`src/rtl/vending_pkg.sv`:
```
// vending_pkg: shared types, prices, limits and coin decode for the vending controller
package vending_pkg;
  localparam int NUM_PRODUCTS = 4;
  localparam int CREDIT_W = 8;
  localparam logic [CREDIT_W-1:0] MAX_CREDIT = 8'd40;
  localparam logic [3:0] STOCK_INIT = 4'd3;
  localparam logic [NUM_PRODUCTS-1:0][CREDIT_W-1:0] PRICE = {8'd30, 8'd25, 8'd15, 8'd10};
  typedef enum logic [1:0] {IDLE, COLLECT, VEND, CHANGE} state_t;
  typedef enum logic [1:0] {COIN_5C, COIN_10C, COIN_25C, COIN_100C} coin_t;
  function automatic logic [CREDIT_W-1:0] coin_units(coin_t c);
    return c == COIN_5C ? 8'd1 : c == COIN_10C ? 8'd2 : c == COIN_25C ? 8'd5 : 8'd20;
  endfunction
endpackage

```
`src/rtl/vending_if.sv`:
```
// vending_if: front-end strobes and actuator outputs shared by the controller and its driver
interface vending_if;
  import vending_pkg::*;
  logic coin_valid;
  coin_t coin_type;
  logic sel_valid;
  logic [1:0] sel_id;
  logic cancel;
  logic [CREDIT_W-1:0] credit;
  logic coin_reject;
  logic dispense_valid;
  logic [1:0] dispense_id;
  logic change_valid;
  logic [CREDIT_W-1:0] change_amount;
  logic sel_error;
  logic busy;
  logic [NUM_PRODUCTS-1:0] sold_out;
  modport master(output coin_valid, coin_type, sel_valid, sel_id, cancel,
                 input credit, coin_reject, dispense_valid, dispense_id, change_valid,
                 change_amount, sel_error, busy, sold_out);
  modport slave(input coin_valid, coin_type, sel_valid, sel_id, cancel,
                output credit, coin_reject, dispense_valid, dispense_id, change_valid,
                change_amount, sel_error, busy, sold_out);
endinterface

```
`src/rtl/vending_coin_value.sv`:
```
// vending_coin_value: combinational decode of a coin type into 5-cent credit units
module vending_coin_value
  import vending_pkg::*;
(
  input  coin_t coin_type,
  output logic [CREDIT_W-1:0] value
);
  assign value = coin_units(coin_type);
endmodule

```
`src/rtl/vending_machine.sv`:
```
// vending_machine: credit/vend/change controller with registered outputs.
// Define VENDING_STOCK_EN to enable per-product stock counters and sold_out.
module vending_machine
  import vending_pkg::*;
(
  input logic clk,
  input logic rst,
  vending_if.slave bus
);
  state_t state, state_d;
  logic [CREDIT_W-1:0] value, sum, pending, pending_d, credit_d, price_sel;
  logic open, cancel_go, sel_go, sel_ok, coin_go, in_stock;
  vending_coin_value u_coin (.coin_type(bus.coin_type), .value(value));
  assign price_sel = PRICE[bus.sel_id];
  assign sum = bus.credit + value;
  assign open = state == IDLE || state == COLLECT;
  assign cancel_go = bus.cancel && state == COLLECT;
  assign sel_go = open && bus.sel_valid && !cancel_go;
  assign sel_ok = sel_go && bus.credit >= price_sel && in_stock;
  // any accepted cancel or selection in the same cycle bounces the coin
  assign coin_go = open && bus.coin_valid && !cancel_go && !bus.sel_valid && sum <= MAX_CREDIT;
  always_comb begin
    state_d = state;
    credit_d = bus.credit;
    pending_d = pending;
    if (!open) begin
      state_d = state == VEND && pending != '0 ? CHANGE : IDLE;
    end else if (cancel_go) begin
      state_d = CHANGE;
      pending_d = bus.credit;
      credit_d = '0;
    end else if (sel_ok) begin
      state_d = VEND;
      pending_d = bus.credit - price_sel;
      credit_d = '0;
    end else if (coin_go) begin
      state_d = COLLECT;
      credit_d = sum;
    end
  end
  always_ff @(posedge clk) begin
    if (rst) begin
      state <= IDLE;
      pending <= '0;
      bus.credit <= '0;
      bus.coin_reject <= 1'b0;
      bus.dispense_valid <= 1'b0;
      bus.dispense_id <= '0;
      bus.change_valid <= 1'b0;
      bus.change_amount <= '0;
      bus.sel_error <= 1'b0;
      bus.busy <= 1'b0;
    end else begin
      state <= state_d;
      pending <= pending_d;
      bus.credit <= credit_d;
      bus.coin_reject <= bus.coin_valid && !coin_go;
      bus.dispense_valid <= sel_ok;
      bus.dispense_id <= sel_ok ? bus.sel_id : 2'd0;
      bus.change_valid <= state_d == CHANGE;
      bus.change_amount <= state_d == CHANGE ? pending_d : '0;
      bus.sel_error <= sel_go && !sel_ok;
      bus.busy <= state_d == VEND || state_d == CHANGE;
    end
  end
`ifdef VENDING_STOCK_EN
  logic [3:0] stock [NUM_PRODUCTS];
  assign in_stock = stock[bus.sel_id] != 4'd0;
  always_ff @(posedge clk) begin
    for (int k = 0; k < NUM_PRODUCTS; k++)
      stock[k] <= rst ? STOCK_INIT : stock[k] - 4'(sel_ok && bus.sel_id == 2'(k));
  end
  for (genvar i = 0; i < NUM_PRODUCTS; i++) begin : g_sold
    assign bus.sold_out[i] = stock[i] == 4'd0;
  end
`else
  assign in_stock = 1'b1;
  assign bus.sold_out = '0;
`endif
endmodule

```
`src/flat_wrapper.sv`:
```
// flat-port wrapper written by rule: the top's interface ports become plain ports
module vending_machine_flat import vending_pkg::*;
  (clk, rst, bus_coin_valid, bus_coin_type, bus_sel_valid, bus_sel_id, bus_cancel, bus_credit, bus_coin_reject, bus_dispense_valid, bus_dispense_id, bus_change_valid, bus_change_amount, bus_sel_error, bus_busy, bus_sold_out);
  vending_if bus_i ();
  input logic clk;
  input logic rst;
  input wire logic [$bits(bus_i.coin_valid)-1:0] bus_coin_valid;
  input wire logic [$bits(bus_i.coin_type)-1:0] bus_coin_type;
  input wire logic [$bits(bus_i.sel_valid)-1:0] bus_sel_valid;
  input wire logic [$bits(bus_i.sel_id)-1:0] bus_sel_id;
  input wire logic [$bits(bus_i.cancel)-1:0] bus_cancel;
  output wire logic [$bits(bus_i.credit)-1:0] bus_credit;
  output wire logic [$bits(bus_i.coin_reject)-1:0] bus_coin_reject;
  output wire logic [$bits(bus_i.dispense_valid)-1:0] bus_dispense_valid;
  output wire logic [$bits(bus_i.dispense_id)-1:0] bus_dispense_id;
  output wire logic [$bits(bus_i.change_valid)-1:0] bus_change_valid;
  output wire logic [$bits(bus_i.change_amount)-1:0] bus_change_amount;
  output wire logic [$bits(bus_i.sel_error)-1:0] bus_sel_error;
  output wire logic [$bits(bus_i.busy)-1:0] bus_busy;
  output wire logic [$bits(bus_i.sold_out)-1:0] bus_sold_out;
  assign bus_i.coin_valid = bus_coin_valid;
  assign bus_i.coin_type = bus_coin_type;
  assign bus_i.sel_valid = bus_sel_valid;
  assign bus_i.sel_id = bus_sel_id;
  assign bus_i.cancel = bus_cancel;
  assign bus_credit = bus_i.credit;
  assign bus_coin_reject = bus_i.coin_reject;
  assign bus_dispense_valid = bus_i.dispense_valid;
  assign bus_dispense_id = bus_i.dispense_id;
  assign bus_change_valid = bus_i.change_valid;
  assign bus_change_amount = bus_i.change_amount;
  assign bus_sel_error = bus_i.sel_error;
  assign bus_busy = bus_i.busy;
  assign bus_sold_out = bus_i.sold_out;
  vending_machine u_core (.clk(clk), .rst(rst), .bus(bus_i));
endmodule
```
`config.mk`:
```
export PLATFORM = sky130hd
export DESIGN_NAME = vending_machine_flat
export DESIGN_NICKNAME = d
export VERILOG_FILES = /design/src/rtl/vending_pkg.sv /design/src/rtl/vending_if.sv /design/src/rtl/vending_coin_value.sv /design/src/rtl/vending_machine.sv /design/src/flat_wrapper.sv
export SDC_FILE = /design/constraint.sdc
export NUM_CORES = 1
export LEC_CHECK = 0
export CAP_MARGIN = 20
export CORE_ASPECT_RATIO = 0.8
export CORE_UTILIZATION = 55
export DETAILED_ROUTE_END_ITERATION = 8
export GPL_ROUTABILITY_DRIVEN = 0
export PLACE_DENSITY = 0.84
export SLEW_MARGIN = 40
export SYNTH_ARGS = -nofsm -noshare
export SYNTH_HDL_FRONTEND = slang
export SYNTH_SLANG_ARGS = --single-unit
```
`constraint.sdc`:
```
create_clock -name clk -period 4.59 [get_ports clk]
set_clock_uncertainty 0.1 [all_clocks]
set_input_delay 0.459 -clock clk [delete_from_list [all_inputs] [get_ports clk]]
set_output_delay 0.459 -clock clk [all_outputs]
set_load 0.005 [all_outputs]
```
==> out/qor.yml <==
finalNetCount: 264
post-route-period-util_pct: 74.83
cts_buffer_depth: 2
path_max_fanout: 12
num_vias: 1691
grt_start_max_net_pins: 33
drive_gt1_share_pct: 8.571
via_per_inst: 5.933
relSlewSlack_pct: 63.47
area_growth_pct: 22.53
p_per_area_nw_per_um2: 300.2
synth_top_family_by_area: "compound AO/OA/AOI/OAI gates"
cp-end-kind: "flop"
drt-total-wl_mm: 4.358
fp.dieH_um: 54.02
use_met1_pct: 36.97
drc_errors: 0
leakage_nw: 0.9302
grtUsageMet2_pct: 41.33
yosysTopAreaCell: "dfxtp_1"
critical_path_class: "in -> reg"
yosysMostFrequentCell: "dfxtp_1"
muxShareOfSynthArea_pct: 1.883
clockRootBuffer: "clkbuf_8"
syn_avg_cell_area_sq_um: 8.694
period_needed_ps: 3435
post_cts_buffers: 0
async_reset_ff_share_pct: 0
placed_cell_area_sq_um: 2172
synthSimpleGateAreaFrac_pct: 21.65
finalSetupTns_ps: 0
synth_xor_area_share_pct: 1.883
synth-seq-area-share_pct: 35.51
htreeDepth: 2
postCtsHoldBufs: 0
antenna_found_initial: 0
synth_area_leaders: "dfxtp_1 36%, ha_1 6.1%, inv_1 3.8%"
dr.pass1.iters: 4
yosysTopAreaCellShare_pct: 35.51
postLayoutCellArea_sq_um: 2280
hold_class: "reg -> reg"
setup_viol: 0
grt-ovfl-total: 0
drtAntennaViolNets: 0
grt.busiest_layer: "met2"
status: "finished, final reports clean"
drt_iter0_drc: 97
numCtsBuffers: 5
num-fill-cells: 267
rows: 18
rsz0062_at_grt: "no"
ir_worst_vdd_mv: 0.2554
ys_ff_latch: 33
yosys.area_share.adder_pct: 8.204
ys_types: 55
hold_viol: 0
clock_latency_ps: 290
cts_tree: "built"
tightestPinTransition_ps: 546.9
slew_violations: 0
rr_worst_depth: 8
pin_count: 36
grt_pass1_wl_mm: 7.107
fmax_mhz: 291.1
syn-cell-area_sq_um: 1861
grtUsageTotal_pct: 27.04
grtUsageMet3_pct: 7.203
hpwl_mm: 3.030
critPathRequiredTime_ps: 4660
min_path_cells: 2
ys_warn_count: 0
wl_per_cell_um: 15.29
worst_setup_path_start_kind: "input port"
grt_pass1_vias: 1521
clk_pin_slew_ps: 70
synth-edff-count: 0
port_buffers: 31
die_area_sq_um: 3621
die_x_um: 67.03
start_util_pct: 59.01
synthCells: 214
synth_common_cells: "33 x dfxtp_1, 19 x inv_1, 14 x nand2_1"
worstPathArrival_ps: 3500
synth_compound_area_share_pct: 22.80
cts.sinks: 33
synthFlopType: "dfxtp_1"
diodes: 0
cts-resized-gates: 0
core_sq_um: 3153
cap_violations: 0
per-layer routing:
layer	part of all wire [%]	wire length, um
met1	48	2078
met3	7.2	315
met5	0	0
met2	43	1880
met4	1.9	84
cell type report:
cell class,count,area [sq um],share of cell area [%]
Multi-Input combinational cell,152,1071,46.98
Sequential cell,33,660.6,28.98
Timing Repair Buffer,33,325.3,14.27
Clock buffer,7,96.34,4.226
Inverter,19,71.32,3.128
Tap cell,40,50.05,2.195
Clock inverter,1,5.005,0.2195
worst max-delay path, cell delays in order:
cell,delay [ps]
clkdlybuf4s50_1,460
inv_1,70
ha_1,300
inv_1,60
ha_1,160
inv_1,60
fa_1,410
a21oi_1,150
a211oi_1,90
o21bai_1,470
buf_4,290
o22ai_1,100
a221oi_1,350
nor2_1,70
registers in the layout (all words and copies together), names as in the netlist:
register,cells
u_core.bus.dispense_valid,1
u_core.bus.busy,1
u_core.bus.change_valid,1
u_core.pending,8
u_core.bus.change_amount,8
u_core.bus.sel_error,1
u_core.bus.dispense_id,2
u_core.bus.coin_reject,1
u_core.bus.credit,8
u_core.state,2
placed cells by master, fill, tap and decap left out, types with 3 or more instances in the layout:
master / n
nor2b_1: 3
ha_1: 9
nor3_1: 9
a21oi_1: 11
nor3b_1: 4
or3_1: 4
conb_1: 4
nor2_1: 13
o21ai_0: 4
a21o_1: 3
dfxtp_1: 33
clkbuf_8: 7
nand2_1: 14
nand2b_1: 8
a31oi_1: 6
o311ai_0: 3
nor4_1: 3
o22ai_1: 4
inv_1: 19
and2_1: 3
clkdlybuf4s50_1: 31
nand3_1: 3
kinds of logic after synthesis:
kind of cell	count (synthesis)
buf+inv	32
fa+ha+maj	11
compound gates	56
other cells	1
simple gates	74
flops	33
mux	3
xor+xnor	4
path summary, 6_finish.rpt:
| path | slack, ps | start | to |
|---|---|---|---|
| max | 1160 | bus_sel_id[0] | u_core.pending[6] |
| min | 420 | u_core.pending[7] | u_core.pending[7] |
| max reg2reg | 1410 | u_core.bus.credit[1] | u_core.bus.credit[4] |
| min reg2reg | 420 | u_core.pending[7] | u_core.pending[7] |
power by group:
group / switching (mW) / total, mW / internal (mW) / leakage [nW]
combinational: 0.0767 / 0.137 / 0.0605 / 0.608
sequential: 0.0106 / 0.309 / 0.299 / 0.267
clock: 0.103 / 0.238 / 0.135 / 0.0542
per-stage QoR:
step	total power, mW	utilization (%)	instances	hold WS, ps	worst slack, ps
after floorplan	0.4072	-	217	367.2	1765
after global placement	0.4434	68.89	277	382.5	947.4
after detailed placement	0.4475	68.89	277	394.2	861.4
after CTS	0.6839	72.10	285	415.0	1115
after global routing	0.7162	72.30	285	468.9	957.6
final	0.6844	72.30	285	415.7	1155
No activity file was read; power rests on OpenSTA's default activity.
